<file path="config.mk">
export PLATFORM = sky130hd
export DESIGN_NAME = adder_arbiter
export DESIGN_NICKNAME = d
export VERILOG_FILES = /design/src/rtl/adder_arb_pkg.sv /design/src/rtl/adder_arbiter_adder.sv /design/src/rtl/adder_arbiter.sv
export SDC_FILE = /design/constraint.sdc
export NUM_CORES = 1
export LEC_CHECK = 0
export ABC_AREA = 1
export CAP_MARGIN = 20
export CELL_PAD_IN_SITES_DETAIL_PLACEMENT = 1
export CELL_PAD_IN_SITES_GLOBAL_PLACEMENT = 1
export CORE_MARGIN = 5
export CORE_UTILIZATION = 35
export CTS_BUF_LIST = sky130_fd_sc_hd__clkbuf_4 sky130_fd_sc_hd__clkbuf_8
export DETAILED_ROUTE_END_ITERATION = 8
export DONT_BUFFER_PORTS = 1
export PLACE_DENSITY = 0.8
export SLEW_MARGIN = 10
export SYNTH_ARGS = -nofsm -noshare
export SYNTH_HDL_FRONTEND = slang
export SYNTH_SLANG_ARGS = --single-unit
</file>
<file path="constraint.sdc">
create_clock -name clk -period 4.1 [get_ports clk]
set_input_delay 0.41 -clock clk [delete_from_list [all_inputs] [get_ports clk]]
set_output_delay 0.41 -clock clk [all_outputs]
set_load 0.01 [all_outputs]
</file>
<file path="src/rtl/adder_arb_pkg.sv">
// Shared constants and the requester-index type for the adder arbiter.
package adder_arb_pkg;
  localparam int NUM_REQ = 4;
  localparam int ID_W    = 2;

  typedef logic [ID_W-1:0] req_id_t;
endpackage

</file>
<file path="src/rtl/adder_arbiter_adder.sv">
// Combinational adder: zero-extends both operands to w bits, so w = n+1 exposes the carry.
module adder_arbiter_adder #(
  parameter int n = 32,
  parameter int w = 32
) (
  input  logic [n-1:0] a,
  input  logic [n-1:0] b,
  output logic [w-1:0] sum
);
  assign sum = w'(a) + w'(b);
endmodule

</file>
<file path="src/rtl/adder_arbiter.sv">
// Four requesters share one adder through a round-robin arbiter and a one-deep result register.
// Optional feature: define ADDER_ARB_CARRY_EN to add the registered res_carry output.
module adder_arbiter
  import adder_arb_pkg::*;
#(
  parameter int n = 32
) (
  input  logic                 clk,
  input  logic                 rst,
  input  logic [NUM_REQ-1:0]   req_valid,
  input  logic [NUM_REQ*n-1:0] req_a,
  input  logic [NUM_REQ*n-1:0] req_b,
  output logic [NUM_REQ-1:0]   req_ready,
  output logic                 res_valid,
  output logic [n-1:0]         res_data,
  output logic [ID_W-1:0]      res_id,
  input  logic                 res_ready
`ifdef ADDER_ARB_CARRY_EN
  ,
  output logic                 res_carry
`endif
);

`ifdef ADDER_ARB_CARRY_EN
  localparam int SUM_W = n + 1;
`else
  localparam int SUM_W = n;
`endif

  req_id_t            ptr_r;
  req_id_t            gnt_id_s;
  logic               gnt_vld_s;
  logic               free_s;
  logic [n-1:0]       op_a_s;
  logic [n-1:0]       op_b_s;
  logic [SUM_W-1:0]   sum_s;

  assign free_s = !res_valid || res_ready;

  // Round-robin pick: scan from lowest priority up so the highest-priority valid requester wins.
  always_comb begin
    req_id_t idx_v;
    gnt_vld_s = 1'b0;
    gnt_id_s  = '0;
    idx_v     = '0;
    if (free_s && !rst) begin
      for (int k = NUM_REQ - 1; k >= 0; k--) begin
        idx_v = ptr_r + req_id_t'(k);
        if (req_valid[idx_v]) begin
          gnt_vld_s = 1'b1;
          gnt_id_s  = idx_v;
        end else begin
          gnt_vld_s = gnt_vld_s;
        end
      end
    end else begin
      gnt_vld_s = 1'b0;
    end
  end

  // One-hot grant decode.
  always_comb begin
    req_ready = 4'b0000;
    if (gnt_vld_s) begin
      req_ready = 4'b0001 << gnt_id_s;
    end else begin
      req_ready = 4'b0000;
    end
  end

  assign op_a_s = req_a[gnt_id_s*n +: n];
  assign op_b_s = req_b[gnt_id_s*n +: n];

  adder_arbiter_adder #(
    .n (n),
    .w (SUM_W)
  ) u_adder (
    .a   (op_a_s),
    .b   (op_b_s),
    .sum (sum_s)
  );

  // Result register and round-robin pointer; data/id hold when the result drains with no new grant.
  always_ff @(posedge clk) begin
    if (rst) begin
      res_valid <= 1'b0;
      res_data  <= '0;
      res_id    <= '0;
      ptr_r     <= '0;
`ifdef ADDER_ARB_CARRY_EN
      res_carry <= 1'b0;
`endif
    end else if (gnt_vld_s) begin
      res_valid <= 1'b1;
      res_data  <= sum_s[n-1:0];
      res_id    <= gnt_id_s;
      ptr_r     <= gnt_id_s + 2'd1;
`ifdef ADDER_ARB_CARRY_EN
      res_carry <= sum_s[n];
`endif
    end else if (res_ready) begin
      res_valid <= 1'b0;
    end
  end
endmodule

</file>
==> flow_summary_export.csv, run 1 <==
group,metric,value,unit
outcome,status,"completed",
yosys,synth_seq_area_share,0.144,
floorplan,dieHeight,131,um
clock_network,clock-sinks,37,
sta,worst_slew_pin_slew,1070,ps
sta,hold_violations,0,
yosys,avgSynthCellArea,5.91,um^2
clock_network,cts-root-buf,"clkbuf_8",
floorplan,ios,302,
final_layout,drive_above_1_share,0.0534,
routing,ant_nets,0,
yosys,netlist_area,0.00516,mm^2
floorplan,die_w,131,um
sta,rsz0062_at_grt,"yes",
clock_network,clockBufferDepth,2,
critical_path,critPathKind,"reg -> reg",
routing,drc,0,
clock_network,postCtsHoldBufs,0,
global_routing,antenna_found_initial,1,
sta,fin_crit,3740,ps
sta,max-slew-margin-rel,0.285,
sta,period_share,0.912,
critical_path,cp_data_arrival_time,3920,ps
final_layout,area_growth,2.91,%
yosys,synthesis.nets,1172,
floorplan,start_util,0.356,
power_and_ir_drop,ir_worst_vdd,0.169,mV
yosys,yosys_warnings,0,
floorplan,rows,44,
yosys,netlist_instances,873,
critical_path,crit_chain,"inv_1 -> nand2_2 -> nand2_2 -> inv_1 -> nand2_2 -> nand3_2 -> nand3_2 -> nand3_4 -> inv_4 -> buf_4 -> o21ai_0 -> o22ai_1 -> ha_1 -> fa_1 -> nand3_1 -> nand2_1 -> a21oi_2 -> inv_1 -> nand3_1 -> nand2_1 -> nand2_1 -> nand2_1 -> o21ai_0 -> nand2_1",
routing,first_pass_iters,5,
hold_path,min_path_type,"in -> reg",
final_layout,mostFrequentLayoutCells,"nor2_1, nand2_1, o21ai_0, o22ai_1, nand3_1",
clock_network,clk_pin_slew,80,ps
final_layout,fin_nets,1140,
routing,wl,21800,um
critical_path,slowest_stage,"dfxtp_1",
critical_path,required,4280,ps
placement,io_buffers,0,
sta,setup_slack,359,ps
sta,fmax,267,MHz
clock_network,cts_resized,0,
sta,finalClockSkew,3.71,ps
sta,fin_setup_tns,0,ps
clock_network,cts_max_level,2,
global_routing,grt_pass1_vias,6329,
clock_network,postCtsSetupBuffers,0,
yosys,synth-edff-count,0,
placement,preCtsSetupSlack,176,ps
routing,drtIter0Drc,300,
routing,vias_per_cell,5.92,
power_and_ir_drop,power.total,3.35,mW
yosys,synthArstFlopShare,0,
power_and_ir_drop,leakage,2.31,nW
sta,setup_viol,0,
clock_network,cts_tree,"built",
final_layout,num_antenna_cells,0,
final_layout,layout_commonest_cell,"nor2_1",
yosys,dominantRegCellSynth,"dfxtp_1",
yosys,synth-seq-cells,37,
critical_path,cp_max_fo,16,
global_routing,grt_pass1_wl,33800,um
sta,maxSlewViolCount,0,
flow_run,maxCapViolations,0,
placement,gp_congestion,0.958,
critical_path,cpMostUsedCell,"nand2_1",
routing,post_drt_wl_per_cell,21.2,um
clock_network,clk_latency,290,ps
placement,hpwl,18200,um
clock_network,cts_made_buffers,5,
routing,vias,6070,
floorplan,core_area,0.0145,mm^2
power_and_ir_drop,power_density,631,mW/mm^2
floorplan,die_area,0.0173,mm^2
global_routing,overflow,0,
critical_path,cp_slowest_stage_delay,410,ps
final_layout,post-route-util,0.366,
critical_path,worst_setup_path_start_kind,"flip-flop",
yosys,ys_types,42,
global_routing,grt_max_degree,85,
critical_path,crit_path_end_kind,"flip-flop",
global_routing,grt.total_usage,0.236,
metal layers:
| layer | vias to the layer above | global-route usage | routed length, um |
|---|---|---|---|
| met4 | 2 | 0.0440 | 310 |
| li1 | 2958 | - | - |
| met3 | 27 | 0.0562 | 1600 |
| met5 | - | 0 | 7 |
| met1 | 2845 | 0.301 | 9480 |
| met2 | 238 | 0.408 | 10400 |
path summary, 6_finish.rpt:
path,from,depth (start not counted),slack (ps),to
hold / removal,rst,1,170,ptr_r[0]
setup reg to reg,ptr_r[1],24,360,res_data[18]
hold reg to reg,res_id[0],2,520,res_id[0]
setup / recovery,ptr_r[1],24,360,res_data[18]
worst max-delay path: cells and delay by family (launching register included):
kind	cells	cell delay [ps]
simple gates	13	1310
flops	1	410
fa+ha+maj	2	660
compound gates	4	720
buf+inv	5	530
through the flow:
stage,cell area [um^2],instances,hold slack [ps]
global placement,5190,1018,482
floorplan,5160,873,477
global route,5310,1026,158
detailed placement,5190,1018,482
CTS,5280,1026,168
finish,5310,1026,173
registers in the layout, indices dropped and copies added, names as in the netlist:
| name | cells |
|---|---|
| ptr_r | 2 |
| res_data | 32 |
| res_id | 2 |
| res_valid | 1 |
cell usage after synthesis, types with 5 or more instances:
cell       n  area (um^2)
nor2_1   161          604
nand2_1  131          492
o21ai_0  116          581
o22ai_1   62          388
nand3_1   57          285
inv_1     51          191
o21ai_1   50          250
a21oi_1   44          220
dfxtp_1   37          741
ha_1      35          438
buf_2     33          165
xnor2_1   14          123
buf_6     12          135
a21o_1    10         75.1
nand4_1    6         37.5
a31oi_1    5         31.3
nand2_2    5         31.3
xor2_1     5         43.8
final cells by class:
type / count / area [um^2]
Tap cell: 184 / 230
Clock buffer: 6 / 76.3
Multi-Input combinational cell: 730 / 3880
Sequential cell: 37 / 744
Timing Repair Buffer: 12 / 153
Fill cell: 1996 / 9170
Inverter: 55 / 214
Clock inverter: 2 / 10.0
cell families after synthesis:
logic type | share of synthesized area
buffers and inverters | 0.109
AOI/OAI and AO/OA | 0.319
and+or+nand+nor | 0.307
xor gates and xnor gates | 0.0323
adders and majority gates | 0.0888
DFF | 0.144
power by group:
group | switching [mW] | internal (mW) | total, mW
clock network | 0.137 | 0.125 | 0.262
logic | 1.56 | 0.821 | 2.38
registers | 0.199 | 0.502 | 0.702
total | 1.90 | 1.45 | 3.35
Note: power is estimated with default switching activity, not from simulation.
==> inputs of run 2 (changes only) <==
GPL_TIMING_DRIVEN = 0   (was not set)
RECOVER_POWER = 100   (was not set)
==> flow_summary_export.csv, run 2 (synthesis gave the netlist of run 1 again) <==
group,metric,value,unit
outcome,status,"completed",
clock_network,clk_pin_slew,70,ps
global_routing,overflow,0,
routing,vias_per_cell,5.98,
floorplan,ios,302,
floorplan,dieHeight,131,um
final_layout,drive_above_1_share,0.106,
clock_network,cts-root-buf,"clkbuf_8",
flow_run,maxCapViolations,0,
global_routing,grt_max_degree,12,
floorplan,start_util,0.356,
final_layout,fin_cells,1069,
clock_network,clock-sinks,37,
critical_path,worst_setup_path_start_kind,"flip-flop",
floorplan,core_area,0.0145,mm^2
sta,period_share,0.941,
sta,worst_slew_pin_slew,553,ps
final_layout,largestRegisters,"res_data (32), ptr_r (2), res_id (2)",
global_routing,grt_pass1_vias,6587,
clock_network,postCtsHoldBufs,0,
critical_path,cp_max_fo,10,
clock_network,clk_latency,290,ps
global_routing,antenna_found_initial,1,
critical_path,cp_slowest_stage_delay,390,ps
final_layout,area_growth,8.06,%
placement,hpwl,20300,um
sta,rsz0062_at_grt,"yes",
critical_path,reg2reg_depth,24,
critical_path,slowest_stage,"ha_2",
sta,setup_viol,0,
critical_path,timing.rr.start,"ptr_r[0]",
sta,fin_setup_tns,0,ps
sta,max-slew-margin-rel,0.631,
global_routing,met2_usage,0.458,
critical_path,critPathKind,"reg -> reg",
routing,drtIter0Drc,324,
global_routing,busiest_layer,"met2",
final_layout,fill_cells,2008,
placement,dp.cells,1057,
power_and_ir_drop,ir_worst_vdd,0.170,mV
placement,io_buffers,0,
sta,fmax,259,MHz
global_routing,grtUsageMet3,0.0753,
global_routing,grt_pass1_wl,37100,um
power_and_ir_drop,power_density,619,mW/mm^2
final_layout,multi_input_area,0.00392,mm^2
routing,vias,6393,
clock_network,clockBufferDepth,2,
critical_path,crit_chain,"buf_6 -> clkinv_4 -> nand2_2 -> nand2_2 -> inv_1 -> nand2_1 -> nor2_1 -> o21ai_2 -> a21oi_4 -> buf_4 -> buf_2 -> o21ai_0 -> o22ai_1 -> ha_2 -> a21o_1 -> nand3_1 -> nand2_1 -> a21oi_1 -> nand2_2 -> a21o_1 -> nand2_1 -> nand3b_1 -> nand3_1 -> nand2_1",
floorplan,die_w,131,um
hold_path,hold_path_depth,1,
critical_path,cpMostUsedCell,"nand2_1",
clock_network,cts_made_buffers,5,
final_layout,mostFrequentLayoutCells,"nor2_1, nand2_1, o21ai_0, o22ai_1, nand3_1",
critical_path,regToRegSetupSlack,240,ps
routing,drc,0,
critical_path,cp_data_arrival_time,4040,ps
critical_path,r2r-end,"res_data[25]",
final_layout,regArea,741,um^2
final_layout,largest_register,"res_data",
floorplan,die_area,0.0173,mm^2
hold_path,min-delay-start,"rst",
global_routing,groute.layer.met1.usage,0.322,
sta,hold_violations,0,
placement,gp_congestion,0.949,
clock_network,cts_max_level,2,
global_routing,grt.total_usage,0.263,
critical_path,crit_buf_inv,5,
power_and_ir_drop,power.total,3.45,mW
critical_path,required,4280,ps
hold_path,min_path_type,"in -> reg",
final_layout,fin_nets,1182,
final_layout,layout_commonest_cell,"nor2_1",
power_and_ir_drop,leakage,2.49,nW
sta,maxSlewViolCount,0,
critical_path,crit_path_end_kind,"flip-flop",
hold_path,worstHoldEndpoint,"res_id[0]",
routing,post_drt_wl_per_cell,22.9,um
routing,ant_nets,0,
final_layout,largest_reg_flops,32,
floorplan,rows,44,
critical_path,path_delay_family,"compound AO/OA/AOI/OAI gates",
routing,first_pass_iters,4,
routing,wl,24400,um
sta,fin_crit,3860,ps
sta,finalClockSkew,6.46,ps
clock_network,cts_tree,"built",
-- run 2: changes by cell type in the layout (fill, tap and decap cells not counted), moves of 3 or more --
cell / previous run / this run
buf_12: 5 / 0
buf_2: 0 / 31
buf_6: 0 / 12
o21ai_0: 116 / 113
o22ai_1: 61 / 57
o22ai_2: 1 / 5
-- run 2: worst max path at each step --
stage                     slack [ps]       from  cells after the start            to
after floorplan                  910   ptr_r[0]                     27  res_data[22]
after global placement          -170  res_ready                     21  res_data[17]
after detailed placement        -200  res_ready                     21  res_data[17]
after CTS                         50   ptr_r[0]                     27  res_data[17]
after global routing              -7   ptr_r[1]                     23  res_data[26]
final                            240   ptr_r[0]                     24  res_data[25]
-- run 2: through the flow --
step           instance area, um^2  hold slack [ps]  utilization  worst slack (ps)
3_5_place_dp                  5390              482        0.372              -197
6_report                      5570              180        0.385               244
5_1_grt                       5570              166        0.385             -6.57
4_1_cts                       5490              175        0.379              52.4
2_1_floorplan                 5160              477            -               907
3_3_place_gp                  5390              482        0.372              -166
-- run 2: layout make-up --
cell class                      count  share of cell area
Buffer                             51              0.0631
Tap cell                          184              0.0413
Multi-Input combinational cell    730               0.704
Inverter                           55              0.0384
Timing Repair Buffer                3             0.00404
Clock inverter                      2             0.00180
Sequential cell                    37               0.133
Antenna cell                        1            0.000449
Clock buffer                        6              0.0137
-- run 2: routing by layer --
layer,share of wire,up-vias
met5,0,-
met4,0.020,0
met3,0.095,38
met2,0.48,305
met1,0.41,3006
li1,-,3044
-- run 2: report_power, final --
part           internal [mW]  total, mW  switching, mW
registers              0.502      0.696          0.194
logic                  0.870       2.50           1.63
clock network          0.124      0.253          0.129
total                   1.50       3.45           1.95
-- run 2: what timing repair did --
action                                  in CTS  in global routing
gates resized for setup                      1                 22
pin swaps                                    1                  2
endpoints found under the setup margin       4                 14
buffers inserted                             2                  1
gates cloned                                 0                  0
-- run 2: worst reg2reg max path, delay by kind of cell (launching register included) --
kind                     cells  cell delay, ps
AO/OA/AOI/OAI                7            1390
AND/OR/NAND/NOR             11             970
buffers and inverters        5             680
adder cells (fa/ha/maj)      1             390
flip-flops                   1             330
==> inputs of run 3 (changes only) <==
ABC_AREA = not set   (was 1)
==> flow_summary_export.csv, run 3 <==
group,metric,value,unit
global_routing,grt.total_usage,0.250,
flow_run,maxCapViolations,0,
global_routing,overflow,0,
clock_network,clk_pin_slew,80,ps
critical_path,cp_data_arrival_time,4180,ps
sta,period_share,0.968,
sta,fmax,252,MHz
clock_network,clk_latency,290,ps
critical_path,crit_path_end_kind,"flip-flop",
hold_path,min_path_type,"in -> reg",
floorplan,ios,302,
sta,fin_crit,3970,ps
global_routing,grt_max_degree,14,
sta,finalClockSkew,11.7,ps
final_layout,post-route-util,0.425,
critical_path,cp_slowest_stage_delay,430,ps
power_and_ir_drop,power_density,396,mW/mm^2
final_layout,largest_register,"res_data",
power_and_ir_drop,ir_worst_vdd,0.122,mV
sta,setup_viol,0,
power_and_ir_drop,leakage,2.62,nW
floorplan,start_util,0.359,
floorplan,core_area,0.0133,mm^2
yosys,netlist_area,0.00478,mm^2
clock_network,cts_tree,"built",
clock_network,clock-sinks,37,
final_layout,drive_above_1_share,0.138,
sta,maxSlewViolCount,0,
yosys,netlist_instances,773,
final_layout,fill_cells,1768,
routing,vias,5688,
sta,fin_setup_tns,0,ps
final_layout,largestRegisters,"res_data (32), ptr_r (2), res_id (2)",
routing,drc,0,
yosys,synthArstFlopShare,0,
yosys,synth-edff-count,0,
yosys,dominantRegCellSynth,"dfxtp_1",
routing,wl,21600,um
critical_path,regToRegSetupSlack,130,ps
critical_path,critPathKind,"reg -> reg",
floorplan,die_area,0.0161,mm^2
yosys,synthesis.nets,1072,
routing,drtIter0Drc,243,
critical_path,r2r-end,"res_data[31]",
critical_path,timing.rr.start,"ptr_r[0]",
floorplan,rows,42,
yosys,yosys.area.top_type,"nand2_1",
sta,worst_slew_pin_slew,672,ps
final_layout,largest_reg_flops,32,
routing,first_pass_iters,4,
clock_network,cts_made_buffers,5,
clock_network,cts-root-buf,"clkbuf_8",
hold_path,hold_path_depth,1,
routing,post_drt_wl_per_cell,22.2,um
critical_path,slowest_stage,"or4_4",
global_routing,grt_pass1_wl,32400,um
yosys,yosys-top-cells-count,"nand2_1, and3_1, a31oi_1, clkbuf_1, dfxtp_1",
yosys,netlist.area_leader.share,0.212,
yosys,synth_area_leaders,"nand2_1, dfxtp_1, ha_1",
global_routing,grt_pass1_vias,5975,
final_layout,mostFrequentLayoutCells,"nand2_1, and3_1, a31oi_1, nand3_1, dfxtp_1",
hold_path,min-delay-start,"rst",
yosys,synth_seq_area_share,0.155,
sta,max-slew-margin-rel,0.552,
hold_path,worstHoldEndpoint,"res_valid",
critical_path,worst_setup_path_start_kind,"flip-flop",
placement,io_buffers,0,
critical_path,reg2reg_depth,18,
critical_path,cp_max_fo,10,
yosys,avgSynthCellArea,6.18,um^2
placement,gp_congestion,0.863,
floorplan,die_w,127,um
yosys,yosys_warnings,0,
sta,hold_violations,0,
routing,ant_nets,0,
critical_path,crit_buf_inv,4,
critical_path,path_delay_family,"compound AO/OA/AOI/OAI gates",
yosys,synth-seq-cells,37,
placement,hpwl,17500,um
final_layout,num_antenna_cells,0,
global_routing,antenna_found_initial,0,
routing,vias_per_cell,5.85,
floorplan,dieHeight,127,um
critical_path,cpMostUsedCell,"a21oi_2",
clock_network,clockBufferDepth,2,
yosys,ys_types,52,
critical_path,required,4310,ps
clock_network,postCtsHoldBufs,0,
critical_path,crit_chain,"nand2b_4 -> a21oi_2 -> a2111oi_4 -> buf_4 -> inv_4 -> buf_6 -> clkbuf_2 -> nand2_1 -> a31oi_1 -> ha_1 -> a21oi_2 -> o21ai_2 -> or4_4 -> and3_4 -> o31a_1 -> a21bo_1 -> a211o_1 -> a41oi_2",
clock_network,cts_max_level,2,
final_layout,fin_nets,1095,
yosys,yosysMostFrequentCell,"nand2_1",
outcome,status,"completed",
final_layout,layout_commonest_cell,"nand2_1",
final_layout,area_growth,18.2,%
[run 3: kinds of logic after synthesis]
group	synth area share
AOI/OAI and AO/OA	0.250
xor gates and xnor gates	0.0550
adders and majority gates	0.0958
buffers and inverters	0.0524
DFF	0.155
and+or+nand+nor	0.392
[run 3: what timing repair did]
item,in CTS,in global routing
cloned,0,1
pin swaps,11,16
buffers inserted,13,5
endpoints found under the setup margin,28,18
gates resized for setup,60,64
[run 3: through the flow]
step                      setup slack [ps]  total power [mW]  cells  area, um^2  hold slack, ps
final                                  131              2.24    973        5650             186
after global routing                 -13.0              2.42    973        5650             163
after CTS                            -21.5              2.17    968        5390             177
after detailed placement             -1340              1.79    949        5000             483
after global placement               -1310              1.76    949        5000             481
after floorplan                        154              1.46    773        4780             467
[run 3: worst max path at each step]
stage / cells past startpoint / to / from
finish: 18 / res_data[31] / ptr_r[0]
global route: 18 / res_data[31] / ptr_r[0]
CTS: 19 / res_data[30] / res_valid
detailed placement: 18 / res_data[31] / rst
global placement: 17 / res_data[31] / rst
floorplan: 18 / res_data[30] / req_valid[1]
[run 3: layout make-up]
cell class                 instances  area, um^2  share of cell area
tap                              176         220              0.0390
timing repair buffer              19         168              0.0297
multi-input combinational        672        4050               0.717
sequential                        37         743               0.132
clock buffer                       5        68.8              0.0122
inverter                          11        43.8             0.00775
buffer                            50         333              0.0589
clock inverter                     3        22.5             0.00399
[run 3: where the power goes]
| group | switching (mW) | internal (mW) | total [mW] |
|---|---|---|---|
| Sequential | 0.164 | 0.476 | 0.640 |
| Clock | 0.146 | 0.119 | 0.265 |
| Combinational | 0.743 | 0.590 | 1.33 |
[run 3: routing by layer]
| layer | share of wire | track usage | vias to the layer above |
|---|---|---|---|
| met3 | 0.074 | 0.0656 | 23 |
| met4 | 0.016 | 0.0429 | 0 |
| met2 | 0.50 | 0.445 | 196 |
| li1 | - | - | 2764 |
| met1 | 0.41 | 0.308 | 2705 |
| met5 | 0 | 0 | - |
